### config.mk
export PLATFORM = sky130hd
export DESIGN_NAME = block_mac_2x2
export DESIGN_NICKNAME = d
export VERILOG_FILES = /design/src/rtl/block_mac_2x2.sv
export SDC_FILE = /design/constraint.sdc
export NUM_CORES = 2
export LEC_CHECK = 0
export CORE_MARGIN = 1
export CORE_UTILIZATION = 59
export CTS_BUF_LIST = sky130_fd_sc_hd__clkbuf_16
export DETAILED_ROUTE_END_ITERATION = 8
export HOLD_SLACK_MARGIN = 0.1
export PLACE_DENSITY = 0.8
export SYNTH_ARGS = -nofsm -noshare
export SYNTH_HDL_FRONTEND = slang
export SYNTH_SLANG_ARGS = --single-unit
### constraint.sdc
create_clock -name clk -period 14.1 [get_ports clk]
set_input_delay 3.525 -clock clk [delete_from_list [all_inputs] [get_ports clk]]
set_output_delay 3.525 -clock clk [all_outputs]
set_load 0.1 [all_outputs]
### src/rtl/block_mac_2x2.sv
// 2x2 block matrix multiply C = A x B using one time-shared signed multiplier, 8 cycles per block.
// Optional accumulate mode (C += A x B, with acc_clr to restart) is enabled by defining BLOCK_MAC_ACCUM_EN.
module block_mac_2x2 #(
  parameter int DATA_W = 32
) (
  input  logic              clk,
  input  logic              rst,
  input  logic              start,
`ifdef BLOCK_MAC_ACCUM_EN
  input  logic              acc_clr,
`endif
  input  logic [DATA_W-1:0] a_11,
  input  logic [DATA_W-1:0] a_12,
  input  logic [DATA_W-1:0] a_21,
  input  logic [DATA_W-1:0] a_22,
  input  logic [DATA_W-1:0] b_11,
  input  logic [DATA_W-1:0] b_12,
  input  logic [DATA_W-1:0] b_21,
  input  logic [DATA_W-1:0] b_22,
  output logic [DATA_W-1:0] c_11,
  output logic [DATA_W-1:0] c_12,
  output logic [DATA_W-1:0] c_21,
  output logic [DATA_W-1:0] c_22,
  output logic              busy,
  output logic              done
);

  typedef enum logic {IDLE = 1'b0, MUL = 1'b1} state_t;

  state_t             state;
  state_t             state_nxt;
  logic [2:0]         cnt;
  logic [DATA_W-1:0]  a_q [4];   // index {row, k}
  logic [DATA_W-1:0]  b_q [4];   // index {k, col}
  logic [DATA_W-1:0]  partial [4];
  logic               accept;
  logic               last;
  logic [1:0]         pidx;
  logic signed [DATA_W-1:0] op_a;
  logic signed [DATA_W-1:0] op_b;
  logic signed [DATA_W-1:0] prod;
  logic [DATA_W-1:0]  acc_sum;
  logic [DATA_W-1:0]  res_11;
  logic [DATA_W-1:0]  res_12;
  logic [DATA_W-1:0]  res_21;
  logic [DATA_W-1:0]  res_22;

  // State register
  always_ff @(posedge clk) begin
    if (rst) state <= IDLE;
    else     state <= state_nxt;
  end

  // Next-state logic
  always_comb begin
    state_nxt = state;
    case (state)
      IDLE:    if (start) state_nxt = MUL;
      MUL:     if (cnt == 3'd7) state_nxt = IDLE;
      default: state_nxt = IDLE;
    endcase
  end

  // Output / control decode
  always_comb begin
    busy   = 1'b0;
    accept = 1'b0;
    last   = 1'b0;
    case (state)
      IDLE: accept = start;
      MUL: begin
        busy = 1'b1;
        last = (cnt == 3'd7);
      end
      default: ;
    endcase
  end

  // cnt = {row, col, k}: the product order walks k fastest, then col, then row.
  assign pidx = cnt[2:1];
  assign op_a = a_q[{cnt[2], cnt[0]}];
  assign op_b = b_q[{cnt[0], cnt[1]}];
  // Only the low DATA_W bits of the signed product are kept, so it is sized at DATA_W.
  assign prod    = op_a * op_b;
  assign acc_sum = partial[pidx] + prod;

`ifdef BLOCK_MAC_ACCUM_EN
  logic acc_clr_q;
  always_comb begin
    res_11 = acc_clr_q ? partial[0] : c_11 + partial[0];
    res_12 = acc_clr_q ? partial[1] : c_12 + partial[1];
    res_21 = acc_clr_q ? partial[2] : c_21 + partial[2];
    res_22 = acc_clr_q ? acc_sum    : c_22 + acc_sum;
  end
  always_ff @(posedge clk) begin
    if (rst)         acc_clr_q <= 1'b0;
    else if (accept) acc_clr_q <= acc_clr;
  end
`else
  always_comb begin
    res_11 = partial[0];
    res_12 = partial[1];
    res_21 = partial[2];
    res_22 = acc_sum;
  end
`endif

  // Datapath: operand capture, partial sums and result registers
  always_ff @(posedge clk) begin
    if (rst) begin
      cnt  <= 3'd0;
      done <= 1'b0;
      c_11 <= '0;
      c_12 <= '0;
      c_21 <= '0;
      c_22 <= '0;
      for (int i = 0; i < 4; i++) begin
        a_q[i]     <= '0;
        b_q[i]     <= '0;
        partial[i] <= '0;
      end
    end else begin
      done <= last;
      if (accept) begin
        cnt    <= 3'd0;
        a_q[0] <= a_11;
        a_q[1] <= a_12;
        a_q[2] <= a_21;
        a_q[3] <= a_22;
        b_q[0] <= b_11;
        b_q[1] <= b_12;
        b_q[2] <= b_21;
        b_q[3] <= b_22;
      end else if (state == MUL) begin
        cnt <= cnt + 3'd1;
        partial[pidx] <= cnt[0] ? acc_sum : prod;
        // c_22's last product is still in flight here, so it takes acc_sum directly.
        if (last) begin
          c_11 <= res_11;
          c_12 <= res_12;
          c_21 <= res_21;
          c_22 <= res_22;
        end
      end
    end
  end

endmodule

==> flow_summary_export.csv <==
group,metric,value,unit
outcome,status,"finished with violations",
outcome,failed_checks,"design-rule violations",
die,core,0.06598,mm²
clock_network,ctsHoldBuffers,0,
layout,final.fill_count,4808,
clock_network,cts_made_buffers,54,
die,die_area,0.06796,mm²
synth,syn_area,0.03949,mm²
routing,drc,24,
synth,ys.flop_type,"edfxtp_1",
die,ios,389,
timing,rsz0062_at_grt,"false",
synth,yosysTopAreaCell,"edfxtp_1",
synth,syn_area_per_cell,10.53,µm²
global_routing,grt_usage,32.20,%
die,die_w,260.7,µm
synth,syn-num-nets,4601,
placed_design,dpl.hpwl,83780,µm
worst_setup_path,worstPathRequired,14.45,ns
synth,synth_edf_count,384,
timing,final-setup-viol-count,0,
routing,route.vias.total,28545,
job,cap_violations,0,
timing,slew_headroom,27.57,%
worst_setup_path,worstSetupEndpointType,"flip-flop",
clock_network,clock_latency,0.63,ns
layout,drive_gt1_share,6.748,%
timing,finClkSkew,0.03234,ns
placed_design,port_buffers,388,
routing,drt_iter0_drc,2755,
global_routing,grt_util_met3,8.100,%
routing,dr.pass1.iters,9,
timing,layout_worst_path_cycle_share,79.18,%
clock_network,htreeDepth,2,
min_path,hold_class,"reg -> reg",
worst_setup_path,cpPeakStageDelay,0.90,ns
layout,final_core_util,69.27,%
synth,ys_warn_count,0,
global_routing,antenna_found_initial,11,
timing,hold_violations,0,
synth,ys_ff_latch,520,
timing,tightest_slew,1.079,ns
die,initial_utilization,59.84,%
layout,area_delta_synth_final,15.76,%
synth,synthDistinctLibCells,71,
clock_network,post_cts_buffers,0,
global_routing,grt-busiest-layer,"met2",
clock_network,cts_tree,"yes",
worst_setup_path,criticalPathCategory,"reg -> reg",
placed_design,routabilityCongestion,0.9578,
synth,yosysMostFrequentCell,"nand2_1",
worst_setup_path,cp_max_fo,48,
clock_network,cts_max_path_buffers,3,
routing,detail_route.wl_per_cell,21.77,µm
timing,post-route-min-period,11.16,ns
synth,yosys-top-cells-area,"edfxtp_1, fa_1, dfxtp_1, ha_1, and2_1",
worst_setup_path,arrival,11.51,ns
worst_setup_path,cp_slowest_cell,"dfxtp_4",
routing,vias_per_cell,5.761,
routing,final_antenna_net_count,0,
global_routing,use_met1,43.02,%
timing,fmax,0.08957,GHz
timing,timing.setup.tns,0,ns
synth,synth_top_area_share,29.20,%
clock_network,cts.clk_slew.worst_paths,0.06,ns
synth,ys_async_sr_fraction,0,%
die,placementRows,94,
global_routing,met2_usage,51.89,%
synth,synth-seq-area-share,36.10,%
clock_network,cts_sinks,520,
synth,netlist_instances,3750,
worst_setup_path,crit_top_cell,"fa_1",
worst_setup_path,crit_path_start_kind,"flip-flop",
timing,report.final.slew_viol_count,0,
layout,nets,4901,
global_routing,grt_max_degree,130,
global_routing,grt_pass1_wl,165500,µm
routing,wl,107900,µm
synth,synthTopCellsByCount,"nand2_1, inv_1, fa_1",
global_routing,grt_pass1_vias,29035,
global_routing,gr-total-overflow,0,
clock_network,cts_resized,0,
die,die_y,260.7,µm
clock_network,cts-root-buf,"clkbuf_16",
[cell usage in the layout (no fill, tap or decap), types with 83 or more instances in the layout]
cell type / Yosys / final
nand2_1: 544 / 543
inv_1: 471 / 484
fa_1: 409 / 409
clkdlybuf4s50_1: 0 / 387
edfxtp_1: 384 / 384
nor2_1: 364 / 363
and2_1: 336 / 335
ha_1: 183 / 183
a21oi_1: 161 / 161
dfxtp_1: 136 / 132
mux4_2: 89 / 89
xnor2_1: 83 / 83
[worst paths after layout]
check / start / end / slack (ns) / cells after the start
hold / removal: c_22[26]$_SDFFE_PP0P_ / c_22[26]$_SDFFE_PP0P_ / 0.45 / 2
hold reg to reg: c_22[26]$_SDFFE_PP0P_ / c_22[26]$_SDFFE_PP0P_ / 0.45 / 2
setup / recovery: flip-flop / partial[0][31]$_SDFFCE_PN0P_ / 2.94 / 32
setup reg to reg: flip-flop / partial[0][31]$_SDFFCE_PN0P_ / 2.94 / 32
[worst max-delay path: cells and delay by family, from the launching register on]
family | cells | cell delay (ns)
fa+ha+maj | 10 | 4.92
simple gates | 11 | 2.18
xor+xnor | 2 | 0.47
compound gates | 3 | 0.64
mux | 1 | 0.83
buf+inv | 5 | 0.80
flops | 1 | 0.90
[cells by family after synthesis]
kind of cell	after synthesis	synth area share, %
muxes	188	7.744
adders and majority gates	592	26.54
buffers and inverters	659	6.518
and+or+nand+nor	1336	15.36
DFF	520	36.10
xor gates and xnor gates	106	2.424
AOI/OAI and AO/OA	349	5.324
[routing by layer]
layer	wire, µm	part of all wire, %
met3	11430	11
met5	137	0.13
met2	50880	47
met4	3533	3.3
met1	41910	39
[per-stage QoR]
stage / hold WS (ns) / std cells / cell area (µm²) / worst slack [ns]
2_1_floorplan: 0.4915 / 3750 / 39490 / 3.442
3_3_place_gp: 0.4412 / 4858 / 44040 / 3.255
3_5_place_dp: 0.4453 / 4858 / 44040 / 3.066
4_1_cts: 0.4540 / 4954 / 45700 / 3.022
5_1_grt: 0.4683 / 4954 / 45700 / 2.467
6_report: 0.4514 / 4955 / 45710 / 2.936
[sequential cells by signal (all words and copies together) (netlist names), named ones only]
signal,cells
c_22,32
done,1
cnt,3
c_12,32
c_21,32
a_q,128
partial,128
b_q,128
c_11,32
state,1
[final cells by class]
type | count | area, µm² | share of cell area (%)
diodes | 1 | 2.502 | 0.005475
clock buffers | 55 | 1376 | 3.011
clock inverters | 41 | 289.0 | 0.6324
inverters | 472 | 1772 | 3.876
multi-input cells | 2571 | 22700 | 49.67
flip-flops and latches | 520 | 14270 | 31.21
well taps | 864 | 1081 | 2.365
repair buffers | 431 | 4217 | 9.225
Power is left out: the tool's default activity adds up to more than one toggle a clock period on the data nets, which glitch-free logic cannot reach.
